**src/rtl/maincore_pkg.sv**
```systemverilog
// Shared definitions for the main-core register-bank stages (writeback, register file).
// Bank-select encodings and default datapath widths.
package maincore_pkg;

    typedef enum logic [1:0] {
        BANK_GP  = 2'b00,
        BANK_SYS = 2'b01,
        BANK_GBL = 2'b10,
        BANK_INV = 2'b11
    } bank_e;

    localparam int DEFAULT_DATA_W = 32;
    localparam int DEFAULT_ADDR_W = 5;
    localparam int DEFAULT_BANK_W = 5;

    // GP r0 is hard-wired, so writes to it are discarded and reads of it never stall.
    function automatic logic is_gp_zero(input logic [1:0] bank, input logic zero_rd);
        return (bank == BANK_GP) && zero_rd;
    endfunction

endpackage

```
**src/rtl/maincore_writeback_wb_fifo.sv**
```systemverilog
// In-order circular queue with a per-entry valid vector and flattened entry view.
// Latency: push visible at head one edge later; backpressure: caller must not push when full.
// Pop and push on the same edge leave count unchanged.
module wb_fifo #(
    parameter int DEPTH = 4,
    parameter int W     = 8
) (
    input  logic                       clk_in,
    input  logic                       reset_in,
    input  logic                       push,
    input  logic [W-1:0]               push_dat,
    input  logic                       pop,
    output logic [W-1:0]               pop_dat,
    output logic                       full,
    output logic                       empty,
    output logic [$clog2(DEPTH):0]     count,
    output logic [DEPTH-1:0]           valid,
    output logic [DEPTH*W-1:0]         entries
);

    localparam int PW = $clog2(DEPTH);
    localparam int CW = PW + 1;
    localparam logic [CW-1:0] FULL_CNT = CW'(DEPTH);

    logic [W-1:0]  mem_q [DEPTH];
    logic [PW-1:0] wr_ptr;
    logic [PW-1:0] rd_ptr;

    always_ff @(posedge clk_in or negedge reset_in) begin
        if (!reset_in) begin
            wr_ptr <= '0;
            rd_ptr <= '0;
            count  <= '0;
        end else begin
            if (push) wr_ptr <= wr_ptr + 1'b1;
            if (pop)  rd_ptr <= rd_ptr + 1'b1;
            case ({push, pop})
                2'b10:   count <= count + 1'b1;
                2'b01:   count <= count - 1'b1;
                default: count <= count;
            endcase
        end
    end

    always_ff @(posedge clk_in) begin
        if (push) mem_q[wr_ptr] <= push_dat;
    end

    assign pop_dat = mem_q[rd_ptr];
    assign full    = (count == FULL_CNT);
    assign empty   = (count == '0);

    // An entry is live when its distance from the read pointer is below count.
    always_comb begin
        valid   = '0;
        entries = '0;
        for (int i = 0; i < DEPTH; i++) begin
            logic [PW-1:0] off;
            off = PW'(i) - rd_ptr;
            valid[i] = ({1'b0, off} < count);
            entries[i*W +: W] = mem_q[i];
        end
    end

endmodule

```
**src/rtl/maincore_writeback.sv**
```systemverilog
// Writeback stage: arbitrates ALU/load results into an in-order queue and drives the register write port.
// Latency: accept on edge t, write strobe during the cycle after edge t+1; one write per cycle sustained.
// Backpressure: both ready outputs drop when the queue is full; mem has fixed priority over ALU.
module maincore_writeback
    import maincore_pkg::*;
#(
    parameter int DEPTH  = 4,
    parameter int DATA_W = DEFAULT_DATA_W,
    parameter int ADDR_W = DEFAULT_ADDR_W,
    parameter int BANK_W = DEFAULT_BANK_W
) (
    input  logic                     clk_in,
    input  logic                     reset_in,
    input  logic                     alu_valid_in,
    output logic                     alu_ready_out,
    input  logic [ADDR_W-1:0]        alu_rd_in,
    input  logic [BANK_W-1:0]        alu_bank_in,
    input  logic [DATA_W-1:0]        alu_val_in,
    input  logic                     mem_valid_in,
    output logic                     mem_ready_out,
    input  logic [ADDR_W-1:0]        mem_rd_in,
    input  logic [BANK_W-1:0]        mem_bank_in,
    input  logic [DATA_W-1:0]        mem_val_in,
    output logic [ADDR_W-1:0]        rd_out,
    output logic [DATA_W-1:0]        rd_val_out,
    output logic [BANK_W-1:0]        wb_bank_sel_out,
    output logic                     wb_out,
    input  logic [ADDR_W-1:0]        rsa_in,
    input  logic [ADDR_W-1:0]        rsb_in,
    input  logic [BANK_W-1:0]        bank_sel_in,
    output logic                     hazard_a_out,
    output logic                     hazard_b_out,
    output logic [$clog2(DEPTH):0]   count_out,
    output logic                     bank_err_out
);

    localparam int EW = BANK_W + ADDR_W + DATA_W;
    localparam int RD_LSB = DATA_W;
    localparam int BK_LSB = DATA_W + ADDR_W;

    logic              q_full;
    logic              q_empty;
    logic              q_push;
    logic              q_pop;
    logic [EW-1:0]     q_head;
    logic [DEPTH-1:0]  q_valid;
    logic [DEPTH*EW-1:0] q_entries;

    logic              mem_fire;
    logic              alu_fire;
    logic              take;
    logic [ADDR_W-1:0] sel_rd;
    logic [BANK_W-1:0] sel_bank;
    logic [DATA_W-1:0] sel_val;
    logic              drop_zero;
    logic              drop_inv;

    // Ready is a function of registered fullness and mem_valid only, never of the other ready.
    assign mem_ready_out = !q_full;
    assign alu_ready_out = !q_full && !mem_valid_in;

    assign mem_fire = mem_valid_in && mem_ready_out;
    assign alu_fire = alu_valid_in && alu_ready_out;
    assign take     = mem_fire || alu_fire;

    assign sel_rd   = mem_fire ? mem_rd_in   : alu_rd_in;
    assign sel_bank = mem_fire ? mem_bank_in : alu_bank_in;
    assign sel_val  = mem_fire ? mem_val_in  : alu_val_in;

    assign drop_zero = is_gp_zero(sel_bank[1:0], sel_rd == '0);
    assign drop_inv  = (sel_bank[1:0] == BANK_INV);
    assign q_push    = take && !drop_zero && !drop_inv;
    assign q_pop     = !q_empty;

    wb_fifo #(
        .DEPTH (DEPTH),
        .W     (EW)
    ) u_fifo (
        .clk_in   (clk_in),
        .reset_in (reset_in),
        .push     (q_push),
        .push_dat ({sel_bank, sel_rd, sel_val}),
        .pop      (q_pop),
        .pop_dat  (q_head),
        .full     (q_full),
        .empty    (q_empty),
        .count    (count_out),
        .valid    (q_valid),
        .entries  (q_entries)
    );

    // Output register holds its last contents while the strobe is low.
    always_ff @(posedge clk_in or negedge reset_in) begin
        if (!reset_in) begin
            wb_out          <= 1'b0;
            rd_out          <= '0;
            rd_val_out      <= '0;
            wb_bank_sel_out <= '0;
        end else begin
            wb_out <= q_pop;
            if (q_pop) begin
                wb_bank_sel_out <= q_head[BK_LSB +: BANK_W];
                rd_out          <= q_head[RD_LSB +: ADDR_W];
                rd_val_out      <= q_head[DATA_W-1:0];
            end
        end
    end

    always_ff @(posedge clk_in or negedge reset_in) begin
        if (!reset_in)
            bank_err_out <= 1'b0;
        else if (take && drop_inv)
            bank_err_out <= 1'b1;
    end

    logic hit_a;
    logic hit_b;
    logic look_ok;

    // Matching ignores the upper/lower half bit; only the bank and index select a register.
    always_comb begin
        hit_a = wb_out && (rd_out == rsa_in) && (wb_bank_sel_out[1:0] == bank_sel_in[1:0]);
        hit_b = wb_out && (rd_out == rsb_in) && (wb_bank_sel_out[1:0] == bank_sel_in[1:0]);
        for (int i = 0; i < DEPTH; i++) begin
            if (q_valid[i] && (q_entries[i*EW+BK_LSB +: 2] == bank_sel_in[1:0])) begin
                if (q_entries[i*EW+RD_LSB +: ADDR_W] == rsa_in) hit_a = 1'b1;
                if (q_entries[i*EW+RD_LSB +: ADDR_W] == rsb_in) hit_b = 1'b1;
            end
        end
    end

    assign look_ok      = (bank_sel_in[1:0] != BANK_INV);
    assign hazard_a_out = look_ok && !is_gp_zero(bank_sel_in[1:0], rsa_in == '0) && hit_a;
    assign hazard_b_out = look_ok && !is_gp_zero(bank_sel_in[1:0], rsb_in == '0) && hit_b;

    logic unused_bank_bits;
    assign unused_bank_bits = &{1'b0, bank_sel_in[BANK_W-1:2]};

endmodule
```
**config.mk**
```make
export PLATFORM = sky130hd
export DESIGN_NAME = maincore_writeback
export DESIGN_NICKNAME = d
export VERILOG_FILES = /design/src/rtl/maincore_pkg.sv /design/src/rtl/maincore_writeback_wb_fifo.sv /design/src/rtl/maincore_writeback.sv
export SDC_FILE = /design/constraint.sdc
export NUM_CORES = 1
export LEC_CHECK = 0
export ABC_CLOCK_PERIOD_IN_PS = 7500
export CAP_MARGIN = 0
export CORE_UTILIZATION = 45
export CTS_BUF_LIST = sky130_fd_sc_hd__clkbuf_16
export CTS_CLUSTER_DIAMETER = 120
export DETAILED_ROUTE_END_ITERATION = 10
export PLACE_DENSITY = 0.77
export SLEW_MARGIN = 0
export SYNTH_ARGS = -nofsm -noshare
export SYNTH_HDL_FRONTEND = slang
export SYNTH_SLANG_ARGS = --single-unit
export TNS_END_PERCENT = 10
```
**constraint.sdc**
```tcl
create_clock -name clk_in -period 7.5 [get_ports clk_in]
set_input_delay 1.5 -clock clk_in [delete_from_list [all_inputs] [get_ports clk_in]]
set_output_delay 1.5 -clock clk_in [all_outputs]
set_load 0.05 [all_outputs]
```
==> reports/metrics.cfg, run 1 <==
[worst_setup_path]
worstReg2RegEnd=u_fifo.mem_q[0][39]
critical_path_required_ns=6.00
critPathLaunchType=input pin
cp.arrival_ns=4.13
critPathKind=input pin to primary output
end_kind=primary output
r2r_cells=6
rr_startpoint=u_fifo.count[2]
worstPathMaxFanout=7
ff2ff_setup_slack_ns=4.32

[floorplan]
start_util=0.458
die-area_um2=21900
ioPinCount=154
die_h_um=148
fp.dieW_um=148
core.rowCount=53
core-area_um2=21000

[run_status]
status=complete, no violations

[detailed_routing]
drc_errors=0
drtIter0Drc=291
wl_per_cell_um=18.8
dr.pass1.iters=5
vias=5548
drtAntennaViolNets=0
vias_per_cell=5.21
drt-total-wl_mm=20.0

[min_path]
hp-start=rd_val_out[4]
whs_path_depth=2
hold_end=rd_val_out[4]
hp-class=flip-flop to flip-flop

[placed_design]
place_congestion=0.854
io_buffers=150
dp_hpwl_mm=12.6

[pwr]
ir_worst_vdd_uv=237
leakagePower_nw=4.39
power.density_nw_per_um2=421

[clock_network]
cts_buffers=23
cts_resized=0
hold_buffers=0
post_cts_buffers=0
cts-root-buf=clkbuf_16
clock_latency_ns=0.49
clock-sinks=219
htreeDepth=1
clk_pin_slew_ns=0.06
tritoncts=built
ctsLongestPathBuffers=3

[final_layout]
diodes=0
syn_to_final_growth_pct=26.5
drive_gt1_frac=0.179
layout.nets=886
fillers=1733

[global_routing]
grt_overflow=0
antenna_found_initial=0
grt_pass1_wl_mm=32.2
grt_pass1_vias=5893
grt_usage=0.190
grt_max_degree=52

[yosys]
yosysWarnings=0
synth-edff-count=168
synth-seq-cells=219
yosys_most_used_dff=edfxtp_1
avgSynthCellArea_um2=15.3
syn_area_um2=9600
syn_inst=629
yosysSeqAreaShare=0.658
synth_nets=742
async_flop_share=0.233
synth_cell_types=38

[timing]
fin_crit_sh=0.751
period_needed_ns=5.63
hold_violations=0
setup_tns_ns=0
max_slew_margin=0.362
fin_skew_ns=0.00955
hold_ws_ns=0.464
slew_violations=0
tightest_slew_ns=0.957
rsz0062_at_grt=no
setup_violations=0
fmax_mhz=178

[run]
timing.max_cap.violations=0

flip-flops by register name, summed over array words and instances, names as in the netlist:
| signal | flops |
|---|---|
| u_fifo.wr_ptr | 2 |
| u_fifo.rd_ptr | 2 |
| rd_val_out | 32 |
| u_fifo.mem_q | 168 |
| wb_bank_sel_out | 5 |
| rd_out | 5 |
| wb_out | 1 |
| u_fifo.count | 3 |
| bank_err_out | 1 |
synth_stat cells, types with 6 or more instances:
cell type,number,area share
ha_1,9,0.012
mux4_2,42,0.098
clkbuf_1,25,0.0098
dfrtp_1,51,0.13
nand3_1,12,0.0063
buf_2,9,0.0047
xnor2_1,44,0.040
nor3_1,6,0.0031
nand2_1,134,0.052
mux2_2,42,0.049
nor4_1,8,0.0052
xor2_1,23,0.021
edfxtp_1,168,0.53
inv_1,10,0.0039
metal layers:
metal	global-route usage	vias to the layer above	part of all wire
li1	-	2576	-
met4	0.0438	0	0.012
met2	0.327	167	0.50
met5	0	-	0
met1	0.256	2785	0.42
met3	0.0279	20	0.063
critical path, stage by stage:
cell and delay, ns:
clkdlybuf4s50_1 0.74, xnor2_1 0.18, nand3_1 0.14, nor4_1 0.46, a31oi_1 0.08, a31oi_1 0.20
clkdlybuf4s50_1 0.83
placed cells by master (no fill, tap or decap), types with 6 or more instances in the layout:
| master | n |
|---|---|
| nor4_1 | 8 |
| clkinv_2 | 6 |
| clkbuf_16 | 23 |
| bufinv_16 | 6 |
| mux4_2 | 42 |
| nor3_1 | 6 |
| buf_4 | 7 |
| mux2_2 | 42 |
| dfrtp_1 | 49 |
| clkdlybuf4s50_1 | 149 |
| nand2_1 | 134 |
| xor2_1 | 23 |
| ha_1 | 9 |
| xnor2_1 | 44 |
| inv_1 | 12 |
| edfxtp_1 | 168 |
| nand3_1 | 12 |
stage by stage:
step | util | instances | setup slack [ns] | cell area [µm²] | power (mW)
after floorplan | - | 629 | 2.70 | 9600 | 3.33
after global placement | 0.541 | 1023 | 1.88 | 11300 | 3.92
after detailed placement | 0.541 | 1023 | 1.87 | 11300 | 3.97
after CTS | 0.580 | 1064 | 1.87 | 12200 | 5.18
after global routing | 0.580 | 1064 | 1.70 | 12200 | 5.39
final | 0.580 | 1064 | 1.87 | 12200 | 5.12
layout make-up:
class	instances	area, µm²	area share
Timing Repair Buffer	157	1550	0.127
Multi-Input combinational cell	361	3070	0.253
Clock inverter	18	244	0.0201
Clock buffer	23	576	0.0474
Tap cell	275	344	0.0283
Sequential cell	219	6330	0.521
Inverter	11	41.3	0.00340
where the power goes:
part	internal, mW	switching [mW]	leakage, nW
logic	0.791	1.15	1.86
registers	1.72	0.240	2.13
clock network	0.766	0.451	0.404
how the worst max path moves through the flow:
stage / from / to / slack [ns]
6_report: bank_sel_in[1] / hazard_b_out / 1.87
3_5_place_dp: bank_sel_in[1] / hazard_a_out / 1.87
2_1_floorplan: bank_sel_in[1] / hazard_b_out / 2.70
4_1_cts: bank_sel_in[1] / hazard_a_out / 1.87
3_3_place_gp: bank_sel_in[1] / hazard_a_out / 1.88
5_1_grt: bank_sel_in[0] / hazard_a_out / 1.70
cells by family after synthesis:
group                    after synthesis  share of synthesized area
buffers and inverters                 49                     0.0231
adder cells (fa/ha/maj)               10                     0.0138
XOR/XNOR                              67                     0.0611
flip-flops                           219                      0.658
AO/OA/AOI/OAI                         18                     0.0119
AND/OR/NAND/NOR                      181                     0.0827
multiplexers                          85                      0.149
Power figures use the tool's default switching activity.
==> run 2: changes to the inputs <==
- ABC_CLOCK_PERIOD_IN_PS: 7500 -> 5290
- clock period: 7.5 -> 5.29 ns (I/O delays scaled with it)
==> run 2 against run 1 <==
Global-route usage grew 0.36 points. Worst hold slack lost 0.025 ns. Core utilization shrank 0.47 points. Via count grew 0.97%. Sequential share of layout area grew 0.42 points. Die area is the same. Highest routed layer unchanged.
==> reports/metrics.cfg, run 2 (same netlist as run 1, synthesis figures left out) <==
[pwr]
ir_worst_vdd_uv=300  ; +27%
leakagePower_nw=4.36  ; -0.83%
power.density_nw_per_um2=587  ; +39%
intPower_mw=4.45  ; +36%
p_clk_frac=0.215  ; -0.023
pwr-share-comb=0.396  ; +0.016
seqPwrFrac=0.389  ; +0.007
p_switching_mw=2.63  ; +43%
swShare=0.372  ; +0.0112

[worst_setup_path]
worstPathMaxFanout=7  ; unchanged
crit_path_end=hazard_a_out
r2r_cells=6  ; unchanged
crit_start=bank_sel_in[0]
critPathLaunchType=input pin
cp.arrival_ns=3.67  ; -0.46 ns
rr_startpoint=u_fifo.count[2]
critical_path_required_ns=4.23  ; -1.77 ns
critPathKind=input pin to primary output
worstReg2RegEnd=u_fifo.mem_q[2][33]
ff2ff_setup_slack_ns=2.07  ; -2.25 ns
end_kind=primary output

[detailed_routing]
drc_errors=0  ; unchanged
dr.pass1.iters=4  ; -1
vias=5602  ; +0.97%
wl_per_cell_um=18.9  ; +0.24%
drtIter0Drc=287  ; -1.4%
drtAntennaViolNets=0  ; unchanged
vias_per_cell=5.26  ; +0.78%
drt-total-wl_mm=20.1  ; +0.42%

[clock_network]
clock_latency_ns=0.51  ; +0.02 ns
tritoncts=built
cts_buffers=23  ; unchanged
post_cts_buffers=0  ; unchanged
cts_resized=0  ; unchanged
cts-root-buf=clkbuf_16
ctsLongestPathBuffers=3  ; unchanged
clk_pin_slew_ns=0.06  ; about the same
clock-sinks=219  ; unchanged
htreeDepth=1  ; unchanged
hold_buffers=0  ; unchanged

[placed_design]
place_congestion=0.872  ; +2.2%
io_buffers=150  ; unchanged
dp_hpwl_mm=12.9  ; +2.9%

[final_layout]
syn_to_final_growth_pct=25.5
fillers=1684  ; -2.8%
diodes=0  ; unchanged
largest_register_ffs=168  ; unchanged
drive_gt1_frac=0.172  ; -0.00677
final_util=0.575  ; -0.00466
layout.nets=887  ; +0.11%
final_cell_mix=edfxtp_1 (168), clkdlybuf4s50_1 (149), nand2_1 (134), dfrtp_1 (49), xnor2_1 (44)
final_common_cell=edfxtp_1
top_register=u_fifo.mem_q
reg_top3=u_fifo.mem_q (168), rd_val_out (32)
multi_input_area_um2=3070  ; unchanged
regArea_um2=6330  ; unchanged

[timing]
setup_tns_ns=0  ; unchanged
period_needed_ns=4.73
fmax_mhz=212
slew_violations=0  ; unchanged
fin_skew_ns=0.0185  ; +0.00892 ns
rsz0062_at_grt=no
max_slew_margin=0.356  ; -0.00586
hold_violations=0  ; unchanged
fin_crit_sh=0.893
setup_violations=0  ; unchanged
tightest_slew_ns=0.965  ; +0.00739 ns

[floorplan]
fp.dieW_um=148  ; unchanged
die_h_um=148  ; unchanged
ioPinCount=154  ; unchanged
start_util=0.458  ; unchanged
core.rowCount=53  ; unchanged
core-area_um2=21000  ; unchanged
die-area_um2=21900  ; unchanged

[run]
timing.max_cap.violations=0  ; unchanged

[global_routing]
grt_overflow=0  ; unchanged
antenna_found_initial=0  ; unchanged
grt_usage=0.194  ; +0.00358
grt_pass1_wl_mm=32.5  ; +0.75%
grt_pass1_vias=5920  ; +0.46%
grt_max_degree=45  ; -13%

[run_status]
status=complete, no violations

[min_path]
hp-class=input pin to async pin

-- run 2: cell count changes in the layout (fill, tap and decap cells not counted), sizes merged --
cell | previous run | this run
inv | 13 | 15
clkinv | 7 | 12
buf | 8 | 9
clkinvlp | 3 | 1
bufinv | 6 | 2
-- run 2: layer usage --
| metal | up-vias | routed length (µm) | share of wire | global-route usage |
|---|---|---|---|---|
| met5 | - | 0 | 0 | 0 |
| li1 | 2584 | - | - | - |
| met4 | 0 | 235 | 0.012 | 0.0438 |
| met2 | 149 | 10300 | 0.51 | 0.336 |
| met1 | 2848 | 8730 | 0.43 | 0.260 |
| met3 | 21 | 873 | 0.043 | 0.0264 |
-- run 2: metrics by stage --
stage / area, µm² / worst slack, ns / instances / hold WS (ns) / power, mW
6_report: 12100 / 0.564 / 1066 / 0.439 / 7.08
5_1_grt: 12100 / 0.441 / 1066 / 0.453 / 7.48
4_1_cts: 12100 / 0.570 / 1066 / 0.447 / 7.17
3_5_place_dp: 11300 / 0.579 / 1024 / 0.447 / 5.65
3_3_place_gp: 11300 / 0.584 / 1024 / 0.440 / 5.58
2_1_floorplan: 9600 / 1.37 / 629 / 0.535 / 4.73
-- run 2: area by class of cell --
cell class,count,share of cell area
sequential,219,0.525
clock inverter,19,0.0115
inverter,11,0.00343
tap,275,0.0285
timing repair buffer,158,0.129
multi-input combinational,361,0.255
clock buffer,23,0.0477
-- run 2: critical path: stages --
cell,delay [ns]
clkdlybuf4s50_1,0.73
xnor2_1,0.17
o2111ai_1,0.20
nor4_1,0.33
a31oi_1,0.13
a31oi_1,0.22
clkdlybuf4s50_1,0.83
-- run 2: power by group through the flow --
stage	Sequential, mW	Clock (mW)	Combinational [mW]
6_report	2.76	1.52	2.81
5_1_grt	2.82	1.62	3.04
4_1_cts	2.77	1.55	2.86
3_5_place_dp	2.80	0	2.85
3_3_place_gp	2.78	0	2.80
2_1_floorplan	3.28	0	1.45
-- run 2: how the worst min path moves through the flow --
stage	slack, ns	to	from
after floorplan	0.53	u_fifo.wr_ptr[1]	u_fifo.wr_ptr[1]
after global placement	0.44	bank_err_out	bank_err_out
after detailed placement	0.45	bank_err_out	bank_err_out
after CTS	0.45	rd_val_out[26]	reset_in
after global routing	0.45	rd_val_out[26]	reset_in
final	0.44	rd_val_out[26]	reset_in
==> run 3: changes to the inputs <==
- CORE_ASPECT_RATIO: unset -> 0.75
- CORE_UTILIZATION: 45 -> 54
- PLACE_DENSITY: 0.77 -> 0.88
==> run 3 against run 2 <==
Final area fell by 0.47%. First-iteration DRC count grew 57%. Critical path depth unchanged. Cell count decreased by 3.7%. Clock skew is 0.0051 ns higher. Maximum frequency fell by 1.9%. Via count grew 4.1%. Clock power about the same.
==> reports/metrics.cfg, run 3 (same netlist as run 1, synthesis figures left out) <==
[run_status]
status=complete, no violations

[final_layout]
regArea_um2=6330  ; unchanged
top_register=u_fifo.mem_q
multi_input_area_um2=3070  ; unchanged
final_common_cell=edfxtp_1
fillers=1086  ; -36%
final_cell_mix=edfxtp_1 (168), clkdlybuf4s50_1 (149), nand2_1 (134), dfrtp_1 (49), xnor2_1 (44)
largest_register_ffs=168  ; unchanged
layout.nets=889  ; +0.23%
final_area_um2=12000  ; -0.47%
reg_top3=u_fifo.mem_q (168), rd_val_out (32)
drive_gt1_frac=0.172  ; unchanged
diodes=0  ; unchanged
syn_to_final_growth_pct=24.9

[global_routing]
grt_overflow=0  ; unchanged
met1_usage=0.336  ; +0.0762
grt_max_degree=52  ; +16%
antenna_found_initial=0  ; unchanged
met3_usage=0.0446  ; +0.0182
grt_pass1_vias=6095  ; +3.0%
grt_pass1_wl_mm=33.6  ; +3.5%
top_usage_layer=met2
grt_usage=0.246  ; +0.0525
grt_util_met2=0.405  ; +0.0692

[timing]
slew_violations=0  ; unchanged
period_needed_ns=4.82  ; +0.0906 ns
max_slew_margin=0.419  ; +0.0631
fmax_mhz=208  ; -1.9%
setup_tns_ns=0  ; unchanged
tightest_slew_ns=0.870  ; -0.0945 ns
hold_violations=0  ; unchanged
fin_skew_ns=0.0236  ; +0.00510 ns
fin_crit_sh=0.911  ; +0.0171
setup_violations=0  ; unchanged
rsz0062_at_grt=no

[pwr]
power.density_nw_per_um2=595  ; +1.4%
leakagePower_nw=4.36  ; +0.15%
ir_worst_vdd_uv=397  ; +32%

[floorplan]
die_h_um=117  ; -21%
start_util=0.562  ; +0.104
fp.dieW_um=156  ; +5.3%
ioPinCount=154  ; unchanged
core.rowCount=41  ; -23%
core-area_um2=17100  ; -18%
die-area_um2=18300  ; -16%

[detailed_routing]
vias_per_cell=5.68  ; +8.0%
dr.pass1.iters=5  ; +1
wl_per_cell_um=21.5  ; +14%
drt-total-wl_mm=22.1  ; +9.8%
drtIter0Drc=452  ; +57%
drtAntennaViolNets=0  ; unchanged
vias=5830  ; +4.1%
drc_errors=0  ; unchanged

[worst_setup_path]
cp_num_buf_inv=2  ; unchanged
cp.arrival_ns=3.76  ; +0.09 ns
critPathLaunchType=input pin
max_stage_delay_ns=0.83  ; about the same
crit_chain=clkdlybuf4s50_1 > xnor2_1 > nand3_1 > nor4_1 > a31oi_1 > a31oi_1 > clkdlybuf4s50_1
end_kind=primary output
critPathKind=input pin to primary output
worstPathMaxFanout=7  ; unchanged
cp_slowest_cell=clkdlybuf4s50_1
critical_path_required_ns=4.23  ; about the same
cp_top_family=buffers and inverters

[placed_design]
place_congestion=0.893  ; +2.4%
dp_hpwl_mm=13.9  ; +7.4%
detailed_place.area_um2=11300  ; -0.17%
io_buffers=150  ; unchanged

[clock_network]
post_cts_buffers=0  ; unchanged
hold_buffers=0  ; unchanged
clk_pin_slew_ns=0.06  ; about the same
clock_latency_ns=0.50  ; about the same
cts_resized=0  ; unchanged
cts-root-buf=clkbuf_16
cts_buffers=21  ; -8.7%
tritoncts=built
ctsLongestPathBuffers=3  ; unchanged
clock-sinks=219  ; unchanged
htreeDepth=1  ; unchanged

[min_path]
hp-class=flip-flop to flip-flop

[run]
timing.max_cap.violations=0  ; unchanged

## run 3: cell count changes in the layout (fill, tap and decap cells not counted), sizes merged
cell / previous run / this run
bufinv: 2 / 3
clkinv: 12 / 9
buf: 9 / 13
clkbuf: 23 / 21
inv: 15 / 16
clkinvlp: 1 / 0
## run 3: area by class of cell
cell class	count	area share
clock inverter	17	0.0126
sequential	219	0.527
inverter	11	0.00344
clock buffer	21	0.0438
multi-input combinational	361	0.256
timing repair buffer	162	0.132
tap	236	0.0246
## run 3: worst paths after layout
path / from / slack [ns] / endpoint / depth (start not counted)
hold reg to reg: rd_val_out[22] / 0.47 / rd_val_out[22] / 2
setup / recovery: bank_sel_in[1] / 0.47 / hazard_b_out / 7
min in group asynchronous: reset_in / 0.71 / rd_out[3] / 2
max in group asynchronous: reset_in / 4.00 / u_fifo.rd_ptr[0] / 2
hold / removal: rd_val_out[22] / 0.47 / rd_val_out[22] / 2
setup reg to reg: u_fifo.count[2] / 2.16 / u_fifo.count[2] / 11
## run 3: report_power, final
| group | internal [mW] | switching, mW | total (mW) | leakage (nW) |
|---|---|---|---|---|
| registers | 2.43 | 0.313 | 2.75 | 2.13 |
| clock network | 0.868 | 0.617 | 1.49 | 0.348 |
| logic | 1.14 | 1.77 | 2.91 | 1.88 |
## run 3: worst reg2reg max path: stages (launching register included)
cell and delay, ns:
dfrtp_1 0.56, or3b_1 0.54, nand2_8 0.37, nand3_1 0.11, and4_1 0.32, inv_1 0.10, ha_1 0.18, inv_1 0.06
fa_1 0.37, xor2_1 0.15, nor2_1 0.12, xor2_1 0.17
## run 3: per-layer routing
layer,up-vias,share of wire
li1,2591,-
met1,2935,0.41
met2,261,0.50
met3,43,0.074
met4,0,0.025
met5,-,0
## run 3: stage by stage
stage / hold WS (ns) / setup slack (ns) / instances / power (mW) / utilization
4_1_cts: 0.477 / 0.580 / 1027 / 7.19 / 0.702
3_5_place_dp: 0.463 / 0.590 / 989 / 5.67 / 0.663
2_1_floorplan: 0.535 / 1.37 / 629 / 4.73 / -
6_report: 0.472 / 0.473 / 1027 / 7.14 / 0.702
5_1_grt: 0.485 / 0.344 / 1027 / 7.47 / 0.702
3_3_place_gp: 0.443 / 0.602 / 989 / 5.55 / 0.663
==> RTL edit (flow settings as in run 2) <==
`DEFAULT_ADDR_W`: 5 -> 7.
--- a/src/rtl/maincore_pkg.sv
+++ b/src/rtl/maincore_pkg.sv
@@ -11,5 +11,5 @@
 
     localparam int DEFAULT_DATA_W = 32;
-    localparam int DEFAULT_ADDR_W = 5;
+    localparam int DEFAULT_ADDR_W = 7;
     localparam int DEFAULT_BANK_W = 5;
 
Ports: changed (5 resized); port bits go from 154 to 164. The function was not compared with the original's and may differ.
==> RTL edit against run 2 <==
- the run now ends with DRC left
- final area increased by 6.6%
- synthesized area increased by 6.6%
- sequential power increased by 4%
- routed wire length increased by 6.3%
- power increased by 5.0%
- clock power increased by 5%
- sequential cell count increased by 10
- setup slack improved by 0.26 ns
- utilization increased by 0.63 points
- largest cell class unchanged
==> RTL edit: results (changes against run 2) <==
- FF-to-FF Start: u_fifo.count[0]
- First-pass GRT wire length: 34.10 mm (+5.1%)
- Register-to-Register Setup Slack: 2.64 ns (+0.57 ns)
- Worst-case reg-to-reg path depth: 8 (+2)
- Unique masters post-synth: 41 (+7.9%)
- Area contributors post-synth: edfxtp_1 (52%), dfrtp_1 (13%), mux4_2 (9.7%), nand2_1 (5.1%), mux2_2 (4.8%)
- Hold Slack: 0.4654 ns (+0.02680 ns)
- Starting DRT DRC Count: 293 (+2.1%)
- Routed len/inst: 18.89 um (about the same)
- Largest net degree at the start of global routing: 54 (+20%)
- Hold Crit Class: flop to flop
- DRT Pass-1 Iters: 9 (+5)
- R2R Path End: u_fifo.count[2]
- Slowest CP cell: a2111oi_0
- GRT met1 Usage: 23.61% (-2.4 points)
- Post-Place Cells: 1088 (+6.3%)
- Final period utilization: 84.39% (-5.0 points)
- Post-synthesis mux area share: 14.67% (-0.26 points)
- Post-synth EDFFs: 176 (+4.8%)
- FILL cells: 1723 (+2.3%)
- CP delay by family, top: compound AO/OA/AOI/OAI gates
- Post-DR vias/cell: 5.246 (-0.17%)
- Adder-cell area share of the yosys netlist: 1.296% (-0.085 points)
- Slew @ Worst Pin: 1.002 ns (+0.03749 ns)
- Compound-Gate Fraction of Synth Area: 1.345% (+0.16 points)
- Syn Nets: 801 (+8.0%)
- Status: finished, violations left
- Sw power: 0.002755 W (+4.7%)
- Routed vias: 5939 (+6.0%)
- Layout net count: 955 (+7.7%)
- Failing checks: DRC
- Leak pwr: 4.672 nW (+7.2%)
- Peak VDD IR: 0.2733 mV (-9.0%)
- CP arrival: 3.41 ns (-0.26 ns)
- DR WL met3: 995 um (+14%)
- Async SR Flop Fraction: 23.14% (-0.14 points)
- Biggest regs: u_fifo.mem_q x176, rd_val_out x32, rd_out x7
- Met2 usage: 34.03% (+0.44 points)
- HPWL after DPL: 13.66 mm (+5.6%)
- Share of layout cells above drive strength 1: 17.61% (+0.41 points)
- Clock Skew: 0.02038 ns (+0.001906 ns)
- Grt met3 use: 3.129% (+0.49 points)
- WL met2: 10.93 mm (+6.4%)
- Seq/Total Area, Yosys: 64.60% (-1.2 points)
- Drc violations: 7 (+7)
- Cells after Synth: 680 (+8.1%)
- Total Routing Usage GR: 18.86% (-0.52 points)
- Vias in the first global route: 6279 (+6.1%)
- DP Worst Slack: 0.9770 ns (+0.3976 ns)
- Buffers on Ports: 160 (+6.7%)
## RTL edit: cell types whose count changed after synthesis, sizes merged, moves of 4 or more
cell / run 2 / this run
nand2: 135 / 141
edfxtp: 168 / 176
nor4: 8 / 15
nand3: 12 / 5
buf: 13 / 21
xnor2: 44 / 36
xor2: 23 / 51
nand4: 3 / 7
clkbuf: 25 / 21
## RTL edit: final cells by class
class	count	share of cell area, %
sequential	229	51.49
multi-input combinational	398	26.35
timing repair buffer	170	13.16
clock buffer	24	4.674
tap	280	2.726
clock inverter	20	1.276
inverter	11	0.3213
## RTL edit: power by group through the flow
| stage | Combinational (W) | Sequential, W | Clock (W) |
|---|---|---|---|
| 6_report | 0.00296 | 0.00287 | 0.00160 |
| 5_1_grt | 0.00320 | 0.00294 | 0.00170 |
| 3_5_place_dp | 0.00301 | 0.00292 | 0 |
| 4_1_cts | 0.00301 | 0.00289 | 0.00164 |
| 3_3_place_gp | 0.00297 | 0.00290 | 0 |
| 2_1_floorplan | 0.00153 | 0.00344 | 0 |
